[src/rtl/uart_pkg.sv]
// Shared UART definitions: receiver FSM states, frame geometry and the byte
// constants the command accumulator matches against.
package uart_pkg;

  localparam int unsigned UART_DATA_BITS = 8;

  typedef enum logic [2:0] {
    StIdle,
    StStart,
    StData,
    StStop,
    StBreakWait
  } uart_state_e;

  localparam logic [7:0] TERM_BYTE_0   = 8'hBE;
  localparam logic [7:0] TERM_BYTE_1   = 8'hEF;
  localparam logic [7:0] BLE_TERM_BYTE = 8'h0D;

  // Half a bit period, rounded down; START samples the line here.
  function automatic logic [15:0] half_bit(input int unsigned clks_per_bit);
    return 16'(clks_per_bit / 2);
  endfunction

endpackage

[src/rtl/uart_rx_byte_if.sv]
// Serial line in, received-byte strobe bus out, for one UART receive link.
interface uart_rx_byte_if;
  logic       rx;
  logic [7:0] data_out;
  logic       data_valid;
  logic       frame_error;
  logic       busy;

  // master: line driver and byte consumer; slave: the receiver itself.
  modport master (
    output rx,
    input  data_out,
    input  data_valid,
    input  frame_error,
    input  busy
  );

  modport slave (
    input  rx,
    output data_out,
    output data_valid,
    output frame_error,
    output busy
  );
endinterface

[src/rtl/uart_sync_ff.sv]
// Multi-flop synchronizer for an asynchronous, idle-high input; resets to 1
// so a reset never looks like a falling edge on the line.
module uart_sync_ff #(
  parameter int unsigned SYNC_STAGES = 2
) (
  input  logic clk,
  input  logic reset,
  input  logic i_d,
  output logic o_q
);

  if (SYNC_STAGES < 2 || SYNC_STAGES > 4) begin : g_bad_stages
    $error("uart_sync_ff: SYNC_STAGES must be in 2..4");
  end

  logic [SYNC_STAGES-1:0] r_sync;

  always_ff @(posedge clk or negedge reset) begin
    if (!reset) begin
      r_sync <= '1;
    end else begin
      r_sync <= {r_sync[SYNC_STAGES-2:0], i_d};
    end
  end

  assign o_q = r_sync[SYNC_STAGES-1];

endmodule

[src/rtl/uart_rx_byte.sv]
// 8N1 UART receiver, LSB first, mid-bit sampling; emits a one-cycle strobe per
// good byte and a one-cycle frame_error pulse per bad stop bit.
module uart_rx_byte
  import uart_pkg::*;
#(
  parameter int unsigned CLKS_PER_BIT = 868,
  parameter int unsigned SYNC_STAGES  = 2
) (
  input  logic           clk,
  input  logic           reset,
  uart_rx_byte_if.slave  bus
);

  if (CLKS_PER_BIT < 4 || CLKS_PER_BIT > 65535) begin : g_bad_cpb
    $error("uart_rx_byte: CLKS_PER_BIT must be in 4..65535");
  end

  localparam logic [15:0] HalfM1   = half_bit(CLKS_PER_BIT) - 16'd1;
  localparam logic [15:0] BitM1    = 16'(CLKS_PER_BIT - 1);
  localparam logic [2:0]  LastBit  = 3'(UART_DATA_BITS - 1);

  logic w_rx_s;

  uart_sync_ff #(
    .SYNC_STAGES (SYNC_STAGES)
  ) u_sync (
    .clk   (clk),
    .reset (reset),
    .i_d   (bus.rx),
    .o_q   (w_rx_s)
  );

  uart_state_e               r_state, w_state_next;
  logic [15:0]               r_cnt, w_cnt_next;
  logic [2:0]                r_bit_idx, w_bit_idx_next;
  logic [UART_DATA_BITS-1:0] r_shift, w_shift_next;
  logic [UART_DATA_BITS-1:0] r_data_out, w_data_out_next;
  logic                      r_data_valid, w_data_valid_next;
  logic                      r_frame_error, w_frame_error_next;

  always_ff @(posedge clk or negedge reset) begin
    if (!reset) begin
      r_state       <= StIdle;
      r_cnt         <= '0;
      r_bit_idx     <= '0;
      r_shift       <= '0;
      r_data_out    <= '0;
      r_data_valid  <= 1'b0;
      r_frame_error <= 1'b0;
    end else begin
      r_state       <= w_state_next;
      r_cnt         <= w_cnt_next;
      r_bit_idx     <= w_bit_idx_next;
      r_shift       <= w_shift_next;
      r_data_out    <= w_data_out_next;
      r_data_valid  <= w_data_valid_next;
      r_frame_error <= w_frame_error_next;
    end
  end

  always_comb begin
    w_state_next       = r_state;
    w_cnt_next         = r_cnt + 16'd1;
    w_bit_idx_next     = r_bit_idx;
    w_shift_next       = r_shift;
    w_data_out_next    = r_data_out;
    w_data_valid_next  = 1'b0;
    w_frame_error_next = 1'b0;

    case (r_state)
      StIdle: begin
        w_cnt_next = '0;
        if (!w_rx_s) begin
          w_state_next = StStart;
        end
      end

      StStart: begin
        if (r_cnt == HalfM1) begin
          w_cnt_next = '0;
          if (!w_rx_s) begin
            w_state_next   = StData;
            w_bit_idx_next = '0;
          end else begin
            w_state_next = StIdle;
          end
        end
      end

      // Counter also restarts between data bits so each sample lands mid-bit.
      StData: begin
        if (r_cnt == BitM1) begin
          w_cnt_next              = '0;
          w_shift_next[r_bit_idx] = w_rx_s;
          w_bit_idx_next          = r_bit_idx + 3'd1;
          if (r_bit_idx == LastBit) begin
            w_state_next = StStop;
          end
        end
      end

      StStop: begin
        if (r_cnt == BitM1) begin
          w_cnt_next = '0;
          if (w_rx_s) begin
            w_data_out_next   = r_shift;
            w_data_valid_next = 1'b1;
            w_state_next      = StIdle;
          end else begin
            w_frame_error_next = 1'b1;
            w_state_next       = StBreakWait;
          end
        end
      end

      // A held-low line must go high before another start bit is accepted.
      StBreakWait: begin
        w_cnt_next = '0;
        if (w_rx_s) begin
          w_state_next = StIdle;
        end
      end

      default: begin
        w_cnt_next   = '0;
        w_state_next = StIdle;
      end
    endcase
  end

  assign bus.data_out    = r_data_out;
  assign bus.data_valid  = r_data_valid;
  assign bus.frame_error = r_frame_error;
  assign bus.busy        = (r_state != StIdle);

endmodule
[src/flat_wrapper.sv]
// flat-port wrapper written by rule: the top's interface ports become plain ports
module uart_rx_byte_flat import uart_pkg::*;
#(
  parameter int unsigned CLKS_PER_BIT = 868,
  parameter int unsigned SYNC_STAGES  = 2
)
  (clk, reset, bus_rx, bus_data_out, bus_data_valid, bus_frame_error, bus_busy);
  uart_rx_byte_if bus_i ();
  input  logic clk;
  input  logic reset;
  input wire logic [$bits(bus_i.rx)-1:0] bus_rx;
  output wire logic [$bits(bus_i.data_out)-1:0] bus_data_out;
  output wire logic [$bits(bus_i.data_valid)-1:0] bus_data_valid;
  output wire logic [$bits(bus_i.frame_error)-1:0] bus_frame_error;
  output wire logic [$bits(bus_i.busy)-1:0] bus_busy;
  assign bus_i.rx = bus_rx;
  assign bus_data_out = bus_i.data_out;
  assign bus_data_valid = bus_i.data_valid;
  assign bus_frame_error = bus_i.frame_error;
  assign bus_busy = bus_i.busy;
  uart_rx_byte #(.CLKS_PER_BIT(CLKS_PER_BIT), .SYNC_STAGES(SYNC_STAGES)) u_core (.clk(clk), .reset(reset), .bus(bus_i));
endmodule
[config.mk]
export PLATFORM = sky130hd
export DESIGN_NAME = uart_rx_byte_flat
export DESIGN_NICKNAME = d
export VERILOG_FILES = /design/src/rtl/uart_pkg.sv /design/src/rtl/uart_rx_byte_if.sv /design/src/rtl/uart_sync_ff.sv /design/src/rtl/uart_rx_byte.sv /design/src/flat_wrapper.sv
export SDC_FILE = /design/constraint.sdc
export NUM_CORES = 1
export LEC_CHECK = 0
export ABC_AREA = 0
export ABC_CLOCK_PERIOD_IN_PS = 2900
export CORE_MARGIN = 2
export CORE_UTILIZATION = 45
export CTS_BUF_LIST = sky130_fd_sc_hd__clkbuf_8
export CTS_CLUSTER_DIAMETER = 100
export CTS_CLUSTER_SIZE = 8
export DETAILED_ROUTE_END_ITERATION = 7
export DONT_BUFFER_PORTS = 1
export PLACE_DENSITY = 0.58
export SLEW_MARGIN = 5
export SYNTH_ARGS = -nofsm -noshare
export SYNTH_HDL_FRONTEND = slang
export SYNTH_HIERARCHICAL = 1
export SYNTH_SLANG_ARGS = --single-unit
[constraint.sdc]
create_clock -name clk -period 2.9 [get_ports clk]
set_clock_uncertainty 0.15 [all_clocks]
set_input_delay 0.145 -clock clk [delete_from_list [all_inputs] [get_ports clk]]
set_output_delay 0.145 -clock clk [all_outputs]
set_load 0.02 [all_outputs]
==> summary.md, run 1 <==
| Metric | Value |
|---|---|
| Outcome | complete, no violations |
| TritonCTS buffer count | 5 |
| Hold-fix buffers, CTS | 3 |
| Max IR drop VDD | 0.000310 V |
| Root Driver | clkbuf_8 |
| Post-CTS sizing | 0 |
| Vias | 1355 |
| Final Max Slew Viols | 0 |
| Number of synthesized flops with an enable pin | 0 |
| CTS tree | built |
| Count leader, synth | dfrtp_1 |
| Initial Utilization | 46.6% |
| CTS H-tree depth | 2 |
| IO Count | 14 |
| CTS Sinks | 42 |
| Setup bufs post-CTS | 0 |
| Relative slew slack | 50.3% |
| Syn_nets | 185 |
| Util after Layout | 50.5% |
| Vias in the first global route | 1407 |
| Setup violations, final | 0 |
| Setup TNS | 0 ns |
| Avg Cell Area, Syn | 11.3 sq um |
| Worst Hold Class | input pin to async pin |
| Synth top cells by count | dfrtp_1 (40), nor2_1 (24), mux2_2 (13) |
| Layout cell share with drive strength beyond 1 | 16.8% |
| CP Capture Type | flip-flop |
| Vias per cell | 5.74 |
| Final #Nets | 190 |
| Final ANT Viol Nets | 0 |
| Die area | 5030 sq um |
| Synth top area share | 49.6% |
| DRT Wirelength | 3750 microns |
| Remaining Overflow, GRT | 0 |
| # diodes | 0 |
| Leakage power | 0.947 nW |
| Pre-Repair DR Iteration Count | 4 |
| Distinct cells, synth | 36 |
| Critical Path AT | 2.38 ns |
| Cell Pwr Density | 447 nW/um^2 |
| Die Y | 71.0 microns |
| Syn-to-layout area delta | 8.31% |
| Largest net degree at the start of global routing | 43 |
| Synth top area cells | dfrtp_1 (50%), mux2_2 (7.3%), xnor2_1 (5.2%), nor2_1 (4.5%), nor4_1 (2.8%) |
| Initial antenna violation count | 0 |
| Final Hold Viols | 0 |
| Max_cap viols | 0 |
| Yosys warns | 6 |
| DP Worst Slack | 0.566 ns |
| Synthesized area | 2020 sq um |
| Core Region | 4320 sq um |
| Main synth FF type | dfrtp_1 |
| Required time of the critical path | 2.93 ns |
| PortBufs | 0 |
| Crit Path Max Fanout | 14 |
| Leading area contributor after synthesis | dfrtp_1 |
| Fmax | 425 MHz |
| GRT Overall Usage | 16.7% |
| Final GP Congestion | 0.814 |
| Worst-Skew Late Latency | 0.29 ns |
| Worst setup path class | flip-flop to flip-flop |
| Initial DRC count | 111 |
| Post-route setup slack | 0.544 ns |
| Die X-Extent | 71.0 microns |
| DRC Markers | 0 |
| Worst setup SP type | flip-flop |
| Tcrit/Tclk final | 81.2% |
| First-pass GRT wire length | 6650 microns |
| Post-Synthesis Cells | 178 |
| Cell row count | 24 |
| Synth Register Bits | 42 |
| Period minus WS final | 2.36 ns |
| Detailed placer's ending HPWL | 2600 microns |
| CTS clk-pin slew, worst paths | 0.08 ns |
| Actual slew at the worst max-slew pin | 0.745 ns |
| Clock Path Buffers | 2 |
| RSZ-0062 raised after global routing | false |
| DR WL/cell | 15.9 microns |
| Post-synthesis async set-or-reset flop share | 100% |
| Seq/Total Area, Yosys | 52.2% |
## final timing paths
kind	from	endpoint	slack [ns]	depth (start not counted)
hold reg to reg	u_core/u_sync/r_sync[0]$_DFF_PN1_	u_core/u_sync/r_sync[1]$_DFF_PN1_	0.21	0
min in group clk	u_core/u_sync/r_sync[0]$_DFF_PN1_	u_core/u_sync/r_sync[1]$_DFF_PN1_	0.21	0
hold / removal	reset	u_core/r_state[0]$_DFFE_PN0P_	0.16	2
setup reg to reg	u_core/r_cnt[0]$_DFF_PN0_	u_core/bus.data_out[5]$_DFFE_PN0P_	0.54	5
max in group asynchronous	reset	u_core/u_sync/r_sync[0]$_DFF_PN1_	2.17	2
setup / recovery	u_core/r_cnt[0]$_DFF_PN0_	u_core/bus.data_out[5]$_DFFE_PN0P_	0.54	5
## per-layer routing
metal | global-route usage [%] | vias up | wire [microns] | share of wire, %
met5 | 0 | - | 0 | 0
met3 | 4.13 | 9 | 140 | 3.7
met2 | 25.2 | 26 | 1710 | 46
li1 | - | 649 | - | -
met4 | 7.76 | 0 | 71 | 1.9
met1 | 22.9 | 671 | 1830 | 49
## logic make-up after synthesis
group,after synthesis,synth area share [%]
and+or+nand+nor,82,23.6
buffers and inverters,10,2.30
AOI/OAI and AO/OA,8,3.29
xor gates and xnor gates,14,6.08
muxes,18,9.99
adders and majority gates,4,2.48
DFF,42,52.2
## sequential cells by signal (all words and copies together), names as in the netlist
signal,flops
u_core/r_cnt,16
u_core/bus.data_out,8
u_core/r_shift,8
u_core/r_bit_idx,3
u_core/r_state,3
u_core/u_sync/r_sync,2
u_core/bus.data_valid,1
u_core/bus.frame_error,1
## cell usage in the layout, fill, tap and decap left out, drive strengths merged, types with 2 or more instances in the layout
cell and instances:
nor3 9, and4bb 2, dfstp 2, nand3 9
mux2 17, nor4 10, nor4b 3, clkinv 2
inv 5, or3 3, nand4 6, dfrtp 40
a21oi 2, xor2 2, a22o 2, nor2b 3
xnor2 12, clkbuf 5, nor2 25, ha 4
nor3b 2, dlygate4sd3 2, nand2 7
## metrics by stage
step	std cells	instance area, sq um	total power [mW]	hold slack, ns
2_1_floorplan	178	2020	0.603	-0.301
3_3_place_gp	225	2050	0.604	-0.299
3_5_place_dp	225	2050	0.604	-0.299
4_1_cts	236	2180	0.995	0.162
5_1_grt	236	2180	1.03	0.177
6_report	236	2180	0.978	0.163
## cell type report
cell class | count | area [sq um]
clock inverters | 3 | 21.3
fillers | 405 | 2140
flip-flops and latches | 42 | 1050
inverters | 5 | 18.8
clock buffers | 5 | 68.8
repair buffers | 3 | 40.0
well taps | 52 | 65.1
multi-input cells | 126 | 917
## critical path: stages, from the launching register on
cell      delay, ns
dfrtp_1        0.39
ha_1           0.25
and4bb_2       0.31
nand4_4        0.24
nor2_2         0.52
mux2_2         0.40
## power by group
| group | internal [mW] | leakage [nW] | total, mW | switching, mW |
|---|---|---|---|---|
| registers | 0.588 | 0.565 | 0.591 | 0.00286 |
| clock network | 0.169 | 0.0441 | 0.369 | 0.200 |
| logic | 0.00521 | 0.338 | 0.0177 | 0.0125 |
Note: power is estimated with default switching activity, not from simulation.
==> inputs of run 2 (changes only) <==
ABC_AREA = 1   (was 0)
ABC_CLOCK_PERIOD_IN_PS = 2300   (was 2900)
clock period = 2.3 ns   (was 2.9 ns; I/O delays follow)
==> run 2 against run 1 <==
  * Combinational power increased by 31%
  * Synthesized cell count increased by 46%
  * Register-to-register slack worse by 0.03 ns
  * Sequential power is 26% higher
  * First-iteration DRC count down 32%
  * Flip-flop and latch count unchanged
  * Clock power grew 33%
  * Wire length up 5.8%
  * Setup slack lost 0.028 ns
  * Critical path depth rose by 2
  * Global-route usage increased by 0.55 points
  * Power is 29% higher
==> summary.md, run 2 <==
| Metric | Value |
|---|---|
| Die X-Extent | 72.8 microns (+2.6%) |
| Worst setup path class | flip-flop to flip-flop |
| Max IR drop VDD | 0.000263 V (-15%) |
| Critical path endpoint | u_core/r_cnt[3]$_DFF_PN0_ |
| Design Area, Final | 2320 sq um (+6.1%) |
| Power Internal | 988 uW (+30%) |
| Leading area contributor after synthesis | dfrtp_1 |
| R2r setup slk | 0.52 ns (-0.03 ns) |
| Syn-to-layout area delta | 8.74% |
| DRT Wirelength | 3970 microns (+5.8%) |
| CTS Sinks | 42 (unchanged) |
| Switching part of the total power | 21.4% (-0.62 points) |
| Most frequent cells in the layout | nand2_1 (78), dfrtp_1 (40), inv_1 (24) |
| Initial Utilization | 46.1% (-0.59 points) |
| Setup violations, final | 0 (unchanged) |
| Number of synthesized flops with an enable pin | 0 (unchanged) |
| Max_cap viols | 0 (unchanged) |
| Yosys warns | 6 (unchanged) |
| Setup bufs post-CTS | 0 (unchanged) |
| Post-Synthesis Cells | 259 (+46%) |
| Cell row count | 25 (+4.2%) |
| CP Capture Type | flip-flop |
| Leakage power | 1.16 nW (+22%) |
| Crit Path Max Fanout | 9 (-5) |
| Final Hold Viols | 0 (unchanged) |
| Clock Power Share | 39.1% (+1.3 points) |
| Met3 GRT Util | 4.01% (-0.13 points) |
| CTS clk-pin slew, worst paths | 0.08 ns (about the same) |
| Sequential group share of total power | 59.1% (-1.3 points) |
| Synth top area share | 46.9% (-2.7 points) |
| Synth Register Bits | 42 (unchanged) |
| Most used routing layer in global routing | met2 |
| Setup TNS | 0 ns (unchanged) |
| DR WL/cell | 12.3 microns (-22%) |
| Max reg flops | 16 (unchanged) |
| Post-synthesis async set-or-reset flop share | 100% (unchanged) |
| DRC Markers | 0 (unchanged) |
| Main synth FF type | dfrtp_1 |
| Worst Hold Class | input pin to async pin |
| DP Worst Slack | 0.540 ns (-0.0265 ns) |
| Final Max Slew Viols | 0 (unchanged) |
| Vias | 1611 (+19%) |
| Largest net degree at the start of global routing | 43 (unchanged) |
| Root Driver | clkbuf_8 |
| Seq/Total Area, Yosys | 49.4% (-2.8 points) |
| Synth top area cells | dfrtp_1 (47%), nand2_1 (14%), inv_1 (4.2%), nor2_1 (3.9%), nand3_1 (3.5%) |
| Commonest non-fill, non-tap cell in the layout | nand2_1 |
| Core Region | 4630 sq um (+7.1%) |
| Register name with the most flops | u_core/r_cnt |
| Count leader, synth | nand2_1 |
| CTS tree | built |
| Placed Area | 2180 sq um (+6.3%) |
| Relative slew slack | 76.4% (+26 points) |
| Final #Nets | 274 (+44%) |
| Tcrit/Tclk final | 77.5% (-3.7 points) |
| Syn_nets | 266 (+44%) |
| Fmax | 561 MHz (+32%) |
| Outcome | complete, no violations |
| Die area | 5300 sq um (+5.4%) |
| Detailed placer's ending HPWL | 2890 microns (+11%) |
| Actual slew at the worst max-slew pin | 0.350 ns (-0.395 ns) |
| Post-route setup slack | 0.517 ns (-0.0277 ns) |
| Final ANT Viol Nets | 0 (unchanged) |
| Layout cell share with drive strength beyond 1 | 12.3% (-4.5 points) |
| Synth top cells by count | nand2_1 (78), dfrtp_1 (40), inv_1 (24) |
| CTS H-tree depth | 2 (unchanged) |
| First-pass GRT wire length | 7100 microns (+6.8%) |
| Met2 Use GR | 26.6% (+1.3 points) |
| # diodes | 0 (unchanged) |
| Avg Cell Area, Syn | 8.23 sq um (-27%) |
| Initial DRC count | 76 (-32%) |
| GRT Overall Usage | 17.3% (+0.55 points) |
| Clock Path Buffers | 2 (unchanged) |
| Hold-fix buffers, CTS | 3 (unchanged) |
| Vias per cell | 5.00 (-13%) |
| GR Util met1 | 23.7% (+0.83 points) |
| Power share of the combinational group | 1.8% (about the same) |
| FF-to-FF Start | u_core/r_cnt[0]$_DFF_PN0_ |
| Power, Total | 1.26 mW (+29%) |
| TritonCTS buffer count | 5 (unchanged) |
| Psw | 270 uW (+25%) |
| Die Y | 72.8 microns (+2.6%) |
| RSZ-0062 raised after global routing | false |
| Reg2reg path depth | 7 (+2) |
| RR Endpoint | u_core/r_cnt[3]$_DFF_PN0_ |
| CP Launch Point | u_core/r_cnt[0]$_DFF_PN0_ |
| Cell Pwr Density | 543 nW/um^2 (+21%) |
| Vias in the first global route | 1604 (+14%) |
| Initial antenna violation count | 0 (unchanged) |
| Final GP Congestion | 0.841 (+3.3%) |
| Remaining Overflow, GRT | 0 (unchanged) |
| Synthesized area | 2130 sq um (+5.7%) |
| Required time of the critical path | 2.33 ns (-0.60 ns) |
| PortBufs | 0 (unchanged) |
| Worst setup SP type | flip-flop |
| Worst-Skew Late Latency | 0.30 ns (about the same) |
| Critical Path AT | 1.81 ns (-0.57 ns) |
| Pre-Repair DR Iteration Count | 4 (unchanged) |
| IO Count | 14 (unchanged) |
| Distinct cells, synth | 29 (-19%) |
| Post-CTS sizing | 0 (unchanged) |
| Period minus WS final | 1.78 ns (-0.572 ns) |
-- run 2: logic make-up after synthesis --
kind of cell	after synthesis	synth area share, %
DFF	42	49.4
AOI/OAI and AO/OA	28	6.87
buffers and inverters	31	6.10
and+or+nand+nor	148	32.8
adders and majority gates	4	2.35
xor gates and xnor gates	6	2.46
-- run 2: metal layers --
| layer | wire length, microns | share of wire, % |
|---|---|---|
| met5 | 0 | 0 |
| met4 | 62 | 1.6 |
| met3 | 118 | 3.0 |
| met2 | 1780 | 45 |
| met1 | 2010 | 51 |
-- run 2: critical path: stages (launching register included) --
cell	delay (ns)
dfrtp_1	0.42
ha_1	0.27
nand3_1	0.15
nor2_4	0.14
nand2_4	0.10
nand2_4	0.12
nand2_2	0.13
and3b_1	0.20
-- run 2: how the worst min path moves through the flow --
stage	startpoint	end	slack (ns)	cells past startpoint
detailed placement	reset	u_core/bus.data_out[6]$_DFFE_PN0P_	-0.33	0
global route	reset	u_core/r_shift[5]$_DFFE_PN0P_	0.14	2
global placement	reset	u_core/bus.data_out[0]$_DFFE_PN0P_	-0.33	0
floorplan	reset	u_core/bus.data_out[0]$_DFFE_PN0P_	-0.33	0
finish	reset	u_core/r_shift[5]$_DFFE_PN0P_	0.13	2
CTS	reset	u_core/r_shift[5]$_DFFE_PN0P_	0.13	2
-- run 2: power by group through the flow --
stage                     logic, mW  registers [mW]  clock network [mW]
after floorplan             0.00410           0.756                   0
after global placement      0.00290           0.758                   0
final                        0.0231           0.744               0.491
after detailed placement    0.00283           0.758                   0
after global routing         0.0271           0.744               0.544
after CTS                    0.0246           0.744               0.516
-- run 2: layout make-up --
type / instances / area, sq um
fillers: 456 / 2310
inverters: 29 / 114
multi-input cells: 186 / 948
well taps: 54 / 67.6
clock buffers: 6 / 82.6
repair buffers: 3 / 40.0
clock inverters: 2 / 12.5
flip-flops and latches: 42 / 1050
-- run 2: per-stage QoR --
step,util (%),instances,hold slack [ns]
floorplan,-,259,-0.331
global placement,47.2,311,-0.330
detailed placement,47.2,311,-0.330
CTS,50.1,322,0.126
global route,50.1,322,0.140
finish,50.1,322,0.131
